## src/rtl/bp_ptw_sv39.sv

```systemverilog
// SV39 hardware page-table walker: turns a TLB miss into up to three PTE reads
// and returns a leaf translation or a page fault on the TLB fill port.
module bp_ptw_sv39 #(
    parameter int vaddr_width_p       = 39,
    parameter int paddr_width_p       = 56,
    parameter int page_offset_width_p = 12,
    parameter int pte_width_p         = 64
) (
    input  logic                                      clk_i,
    input  logic                                      reset_n_i,
    input  logic [paddr_width_p-page_offset_width_p-1:0] satp_ppn_i,
    input  logic                                      flush_i,
    input  logic                                      miss_v_i,
    input  logic [vaddr_width_p-page_offset_width_p-1:0] miss_vpn_i,
    output logic                                      miss_ready_o,
    output logic                                      mem_req_v_o,
    output logic [paddr_width_p-1:0]                  mem_req_addr_o,
    input  logic                                      mem_req_ready_i,
    input  logic                                      mem_resp_v_i,
    input  logic [pte_width_p-1:0]                    mem_resp_data_i,
    output logic                                      fill_v_o,
    output logic [vaddr_width_p-page_offset_width_p-1:0] fill_vpn_o,
    output logic [paddr_width_p-page_offset_width_p-1:0] fill_ppn_o,
    output logic [1:0]                                fill_level_o,
    output logic [3:0]                                fill_perm_o,
    output logic                                      fill_fault_o,
    input  logic                                      fill_yumi_i
);

    localparam int vpn_width_lp = vaddr_width_p - page_offset_width_p;
    localparam int ppn_width_lp = paddr_width_p - page_offset_width_p;
    localparam int seg_width_lp = 9;

    localparam logic [2:0] idle_s  = 3'd0;
    localparam logic [2:0] send_s  = 3'd1;
    localparam logic [2:0] wait_s  = 3'd2;
    localparam logic [2:0] drain_s = 3'd3;
    localparam logic [2:0] done_s  = 3'd4;

    logic [2:0]              state_r;
    logic                    live_r;
    logic [1:0]              level_r;
    logic [vpn_width_lp-1:0] vpn_r;
    logic [ppn_width_lp-1:0] base_r;
    logic [ppn_width_lp-1:0] fill_ppn_r;
    logic [1:0]              fill_level_r;
    logic [3:0]              fill_perm_r;
    logic                    fill_fault_r;

    logic [seg_width_lp-1:0] seg;
    logic [ppn_width_lp-1:0] pte_ppn;
    logic [ppn_width_lp-1:0] leaf_ppn;
    logic                    pte_v, pte_r, pte_w, pte_x, pte_u;
    logic                    pte_invalid, pte_leaf, misaligned;
    logic                    miss_accept;
    logic                    unused_pte_bits;

    assign pte_v   = mem_resp_data_i[0];
    assign pte_r   = mem_resp_data_i[1];
    assign pte_w   = mem_resp_data_i[2];
    assign pte_x   = mem_resp_data_i[3];
    assign pte_u   = mem_resp_data_i[4];
    assign pte_ppn = mem_resp_data_i[10 +: ppn_width_lp];
    assign unused_pte_bits = ^{mem_resp_data_i[pte_width_p-1:10+ppn_width_lp], mem_resp_data_i[7:5]};

    assign pte_invalid = ~pte_v | (pte_w & ~pte_r);
    assign pte_leaf    = pte_r | pte_x;

    // NOTE: every always_comb output gets a default first so no path leaves it unassigned (no latch).
    always_comb begin
        seg        = vpn_r[0 +: seg_width_lp];
        misaligned = 1'b0;
        leaf_ppn   = pte_ppn;
        case (level_r)
            2'd1: begin
                seg        = vpn_r[seg_width_lp +: seg_width_lp];
                misaligned = |pte_ppn[seg_width_lp-1:0];
                leaf_ppn   = {pte_ppn[ppn_width_lp-1:seg_width_lp], vpn_r[seg_width_lp-1:0]};
            end
            2'd2: begin
                seg        = vpn_r[2*seg_width_lp +: seg_width_lp];
                misaligned = |pte_ppn[2*seg_width_lp-1:0];
                leaf_ppn   = {pte_ppn[ppn_width_lp-1:2*seg_width_lp], vpn_r[2*seg_width_lp-1:0]};
            end
            default: ;
        endcase
    end

    // live_r keeps the miss port closed until the first clock after reset release.
    assign miss_ready_o = live_r & (state_r == idle_s);
    assign miss_accept  = miss_ready_o & miss_v_i & ~flush_i;

    assign mem_req_v_o    = (state_r == send_s) & ~flush_i;
    assign mem_req_addr_o = mem_req_v_o
                          ? ({base_r, {page_offset_width_p{1'b0}}} + (paddr_width_p'(seg) << 3))
                          : '0;

    assign fill_v_o     = (state_r == done_s);
    assign fill_vpn_o   = fill_v_o ? vpn_r        : '0;
    assign fill_ppn_o   = fill_v_o ? fill_ppn_r   : '0;
    assign fill_level_o = fill_v_o ? fill_level_r : '0;
    assign fill_perm_o  = fill_v_o ? fill_perm_r  : '0;
    assign fill_fault_o = fill_v_o ? fill_fault_r : 1'b0;

    // NOTE: sequential state uses non-blocking assignments so all registers update together at the edge.
    // NOTE: datapath registers are reset too, because every output must read 0 out of reset.
    always_ff @(posedge clk_i or negedge reset_n_i) begin
        if (!reset_n_i) begin
            state_r      <= idle_s;
            live_r       <= 1'b0;
            level_r      <= '0;
            vpn_r        <= '0;
            base_r       <= '0;
            fill_ppn_r   <= '0;
            fill_level_r <= '0;
            fill_perm_r  <= '0;
            fill_fault_r <= 1'b0;
        end else begin
            live_r <= 1'b1;
            case (state_r)
                idle_s: begin
                    if (miss_accept) begin
                        vpn_r   <= miss_vpn_i;
                        level_r <= 2'd2;
                        base_r  <= satp_ppn_i;
                        state_r <= send_s;
                    end
                end
                send_s: begin
                    if (flush_i)              state_r <= idle_s;
                    else if (mem_req_ready_i) state_r <= wait_s;
                end
                wait_s: begin
                    if (flush_i) begin
                        // A response landing with the flush is dropped right here.
                        state_r <= mem_resp_v_i ? idle_s : drain_s;
                    end else if (mem_resp_v_i) begin
                        fill_ppn_r   <= '0;
                        fill_level_r <= '0;
                        fill_perm_r  <= '0;
                        fill_fault_r <= 1'b1;
                        state_r      <= done_s;
                        if (!pte_invalid && pte_leaf && !misaligned) begin
                            fill_ppn_r   <= leaf_ppn;
                            fill_level_r <= level_r;
                            fill_perm_r  <= {pte_u, pte_x, pte_w, pte_r};
                            fill_fault_r <= 1'b0;
                        end else if (!pte_invalid && !pte_leaf && level_r != 2'd0) begin
                            level_r <= level_r - 2'd1;
                            base_r  <= pte_ppn;
                            state_r <= send_s;
                        end
                    end
                end
                drain_s: begin
                    if (mem_resp_v_i) state_r <= idle_s;
                end
                done_s: begin
                    if (flush_i || fill_yumi_i) state_r <= idle_s;
                end
                default: state_r <= idle_s;
            endcase
        end
    end

endmodule

```

## config.mk

```make
export PLATFORM = sky130hd
export DESIGN_NAME = bp_ptw_sv39
export DESIGN_NICKNAME = d
export VERILOG_FILES = /design/src/rtl/bp_ptw_sv39.sv
export SDC_FILE = /design/constraint.sdc
export NUM_CORES = 1
export LEC_CHECK = 0
export BUFFER_PORTS_ARGS = -buffer_cell sky130_fd_sc_hd__buf_2
export CORE_ASPECT_RATIO = 0.8
export CORE_UTILIZATION = 53
export DETAILED_ROUTE_END_ITERATION = 16
export PLACE_DENSITY = 0.86
export SETUP_SLACK_MARGIN = 0.3
export SYNTH_ARGS = -nofsm -noshare
export SYNTH_HDL_FRONTEND = slang
export SYNTH_SLANG_ARGS = --single-unit
```

## constraint.sdc

```tcl
create_clock -name clk_i -period 4.7 [get_ports clk_i]
set_input_delay 0.47 -clock clk_i [delete_from_list [all_inputs] [get_ports clk_i]]
set_output_delay 0.47 -clock clk_i [all_outputs]
set_load 0.02 [all_outputs]
```

# ---- Word level (Yosys, flattened, before mapping)
# Index checks and enable logic that the tools add are counted.
dict set report classes {
  n_reduce_logical 17
  n_eq_ne 15
  muxes 36
  addsub 2
  bitwise_logic 10
}
# cell count
set op_table {}
lappend op_table {{$mux W44} 7}
lappend op_table {{$pmux W44 S2} 1}
lappend op_table {{$add A56 B12 Y56} 1}
lappend op_table {{$mux W56} 1}
lappend op_table {{$pmux W18 S2} 1}
lappend op_table {{$mux W27} 1}
lappend op_table {{$mux W3} 9}
lappend op_table {{$pmux W9 S2} 1}
lappend op_table {{$reduce_or A18 Y1} 1}
lappend op_table {{$mux W2} 8}
lappend op_table {{$pmux W3 S5} 1}
lappend op_table {{$ne A2 B2 Y1 const B} 6}
lappend op_table {{$reduce_or A9 Y1} 1}
lappend op_table {{$mux W4} 2}
lappend op_table {{$eq A3 B2 Y1 const B} 2}
lappend op_table {{$ne A3 B3 Y1 const B} 2}
lappend op_table {{$reduce_and A6 Y1} 1}
lappend op_table {{$and A1 B1 Y1} 5}
lappend op_table {{$reduce_and A5 Y1} 1}
lappend op_table {{$logic_and A1 B1 Y1} 4}
lappend op_table {{$pmux W2 S2} 1}
lappend op_table {{$reduce_bool A2 Y1} 2}
lappend op_table {{$eq A3 B1 Y1 const B} 1}
lappend op_table {{$eq A3 B3 Y1 const B} 1}
lappend op_table {{13 further kinds} 19}
dict set report word_totals {
  ff_bits 128
  out_inout_bits 137
  elab_cells 89
  in_bits 142
}

# ---- Longest topological paths before layout
dict set report depth {
  ltp_word 11
  mapped_depth 8
  ltp_nobuf 6
}

# ---- Worst setup path after synthesis
# OpenSTA, ideal clock, no wires.
dict set report synth_timing {
  path_type {register -> output}
  startpoint {register level_r[0]}
  endpoint {output port mem_req_addr_o[11]}
  required_ps 4230
  path_stages_with_launch 7
  setup_slack_ps 2329
  t_arrival_ps 1901
  path_buffers 2
  cell_sequence {dfrtp_1 -> inv_1 -> ha_1 -> clkbuf_1 -> clkbuf_1 -> nor2_1 -> a211oi_1}
}
dict set report synth_via {
  elab_chain_len 4
  elab_cells_between_ends 5
  cone_classes {1 x add/sub; 2 x eq/ne; 2 x mux}
}
# element line
set synth_lines {}
lappend synth_lines {{from (decl)} 42} ;# logic [1:0] level_r;
lappend synth_lines {{from (signal assigned)} 149} ;# level_r <= level_r - 2'd1;
lappend synth_lines {{$eq A2 B2 Y1 / $eq A2 B1 Y1 (equally long branches)} 74} ;# case (level_r)
lappend synth_lines {{$pmux W9 S2 (*)} 74}
lappend synth_lines {{$add A56 B12 Y56 (*)} 95} ;# ? ({base_r, {page_offset_width_p{1'b0}}} + (paddr_width_p'(seg) << 3))
lappend synth_lines {{$mux W56 (*)} 95}
lappend synth_lines {{to (decl)} 17} ;# output logic [paddr_width_p-1:0] mem_req_addr_o,
# Mark *: on every way between the ends. The rest lies on a longest branch, timed or not.

# ---- Worst setup path after layout
dict set report layout_timing {
  startpoint {register level_r[0]}
  endpoint {register base_r[38]}
}
dict set report layout_via {
  elab_chain_len 6
  elab_cells_between_ends 10
  cone_classes {4 x eq/ne; 1 x mux; 5 x reduce/logical}
}
# element line
set layout_lines {}
lappend layout_lines {{$eq A2 B2 Y1 / $eq A2 B1 Y1 (equally long branches)} 74}
lappend layout_lines {{$pmux W1 S2} 74}
lappend layout_lines {{$logic_not A1 Y1} 143} ;# if (!pte_invalid && pte_leaf && !misaligned) begin
lappend layout_lines {{$logic_and A1 B1 Y1} 143}
lappend layout_lines {{$ne A2 B2 Y1 (no source line)} n/a}
lappend layout_lines {{$reduce_and A6 Y1 (no source line) (*)} n/a}
lappend layout_lines {{to (signal assigned)} 125} ;# base_r <= satp_ppn_i;
lappend layout_lines {{to (signal assigned)} 150} ;# base_r <= pte_ppn;
lappend layout_lines {{to (decl)} 44} ;# logic [ppn_width_lp-1:0] base_r;
# Marks and branches as above.
# A chain may end at the register's enable or synchronous reset.

==> impl_metrics.yaml <==
routing:
  wl_per_cell_um: 19.6
  vias: 5986
  wl_um: 20200
  avgViaCountPerCell: 5.82
  first_pass_iters: 5
  ant_nets: 0
  drt_iter0_markers: 473
  remaining_drc_errors: 0
synth:
  synth_area_leaders: "dfrtp_1 (45%), mux2_4 (8.3%), and3_1 (6.9%)"
  ys_seq_area_frac: 0.454
  synth_top_area_frac: 0.454
  synth.distinct_cells: 51
  yosysWarnings: 0
  synthesis.area_sq_mm: 0.00705
  synth_flop_cell: "dfrtp_1"
  netlist_instances: 613
  ys_ff_latch: 128
  avgSynthCellArea_sq_um: 11.5
  async_flop_share: 1.00
  synth-edff-count: 0
  synth_top_cell_by_area: "dfrtp_1"
worst_setup_path:
  cp.required_ns: 4.99
  rr_startpoint: "level_r[0]"
  end_kind: "flip-flop"
  worstSetupPathType: "reg2reg"
  r2r_setup_slack_ns: 1.59
  cp-start-kind: "flip-flop"
  cp_max_fo: 29
  rr_worst_depth: 6
  r2r-end: "base_r[38]"
  worstPathArrival_ns: 3.40
sta:
  slew_headroom: 0.228
  fin_ws_ns: 1.59
  setup_viol: 0
  min_period_over_period: 0.661
  period_needed_ns: 3.11
  tns_ns: 0
  finClkSkew_ns: 0.00865
  hold_viol: 0
  fmax_ghz: 0.322
  timing.hold.ws_ns: 0.103
  rsz0062_at_grt: "no"
  finalMaxSlewViolations: 0
  tightest_slew_ns: 1.16
pwr:
  total_leakage_power_nw: 4.78
  powerDensity_mw_per_mm2: 517
  power_mw: 4.59
  irDropWorstVdd_mv: 0.376
cells_and_area:
  layout_common_cells: "buf_2 (259), dfrtp_1 (127), and3_1 (78)"
  final_common_cell: "buf_2"
  fin_nets: 985
  design_area_sq_mm: 0.00887
  nFillCells: 978
  area_delta_synth_final_pct: 25.9
  layout-drive-gt1-share: 0.454
place:
  dp_hpwl_um: 13500
  placed_cell_area_sq_mm: 0.00832
  numPortBuffers: 260
  routabilityCongestion: 0.883
  place_ws_ns: 1.60
clock_tree:
  insertion_delay_ns: 0.41
  ctsResizeCount: 0
  cts-root-buf: "clkbuf_16"
  cts.sinks: 128
  numCtsBuffers: 17
  post-cts-setup-buffer-count: 0
  clk_pin_slew_ns: 0.06
  htreeDepth: 4
  holdBufCountCts: 0
  clock_path_buffers: 2
  cts_tree: "done"
floorplan:
  die-area_sq_mm: 0.0138
  die_h_um: 105
  die_w_um: 131
  ios: 279
  initial_utilization: 0.546
  fp.coreArea_sq_mm: 0.0129
  num_rows: 37
global_routing:
  grt_util_met2: 0.454
  antenna_found_initial: 1
  gr-total-overflow: 0
  use_met3: 0.0707
  grt_busiest_layer: "met2"
  grt_usage: 0.299
  grt_first_pass_wirelength_um: 31200
  grt_pass1_vias: 5821
  grt_max_degree: 87
  grt_use_met1: 0.414
run:
  drv_cap: 0
min_path:
  hold_path_class: "in2async"
run_status:
  run_status: "finished, final reports clean"
==> sequential cells by signal, summed over array words and instances, names as in the netlist <==
| signal | flops |
|---|---|
| base_r | 44 |
| fill_ppn_r | 44 |
| vpn_r | 27 |
| fill_perm_r | 4 |
| state_r | 3 |
| fill_level_r | 2 |
| level_r | 2 |
| fill_fault_r | 1 |
| live_r | 1 |
==> cells in the mapped netlist (2+ instances only) <==
library cell,count
a211oi_1,9
a21oi_1,2
a22o_1,10
a22oi_1,18
a32o_1,40
and2_1,46
and3_1,78
buf_12,3
buf_2,14
buf_4,5
clkbuf_1,36
conb_1,2
dfrtp_1,128
ha_1,3
inv_1,14
mux2_1,37
mux2_2,40
mux2_4,39
nand2_1,11
nand2b_1,5
nor2_1,17
nor2b_1,2
nor3_1,11
nor3b_1,2
nor4_1,2
o21ai_0,9
o21ai_1,4
or3_1,3
==> critical path, stage by stage (launching register included) <==
cell and delay, ns:
dfrtp_1 0.39, inv_1 0.10, ha_1 0.21, or4_4 0.54
o21bai_4 0.92, buf_4 0.50, mux2_4 0.34
==> logic make-up after synthesis <==
| group | synth area share |
|---|---|
| AOI/OAI and AO/OA | 0.121 |
| adders and majority gates | 0.00533 |
| buffers and inverters | 0.0552 |
| DFF | 0.454 |
| muxes | 0.206 |
| other | 0.00107 |
| and+or+nand+nor | 0.157 |
==> final cells by class <==
class / instances / area, sq um / area share
flip-flops and latches: 128 / 3200 / 0.361
inverters: 15 / 56.3 / 0.00635
clock inverters: 13 / 104 / 0.0117
well taps: 175 / 219 / 0.0247
multi-input cells: 411 / 3480 / 0.393
clock buffers: 19 / 443 / 0.0499
diodes: 1 / 2.50 / 0.000282
repair buffers: 267 / 1360 / 0.153
==> through the flow <==
step,util,std cells
final,0.687,1029
after global routing,0.687,1029
after CTS,0.687,1028
after detailed placement,0.644,996
after global placement,0.644,996
after floorplan,-,615
==> worst max-delay path by stage <==
| stage | from | cells after the start | slack, ns | endpoint |
|---|---|---|---|---|
| 2_1_floorplan | level_r[0] | 6 | 2.33 | mem_req_addr_o[11] |
| 3_3_place_gp | mem_resp_data_i[1] | 6 | 1.61 | base_r[27] |
| 3_5_place_dp | level_r[0] | 6 | 1.60 | base_r[35] |
| 4_1_cts | level_r[0] | 6 | 1.59 | base_r[35] |
| 5_1_grt | level_r[0] | 6 | 1.45 | base_r[38] |
| 6_report | level_r[0] | 6 | 1.59 | base_r[38] |
==> metal layers <==
metal  wire length, um  up-vias  share of wire
met5                 0        -              0
met4               434        0          0.021
met3              1610       31          0.080
met2              9480      301           0.47
met1              8690     2953           0.43
li1                  -     2701              -
==> report_power, final <==
group          total (mW)  switching [mW]  internal [mW]
sequential           1.78           0.307           1.48
clock                1.21           0.511          0.696
combinational        1.60           0.872          0.727
total                4.59            1.69           2.90
Power figures use the tool's default switching activity.
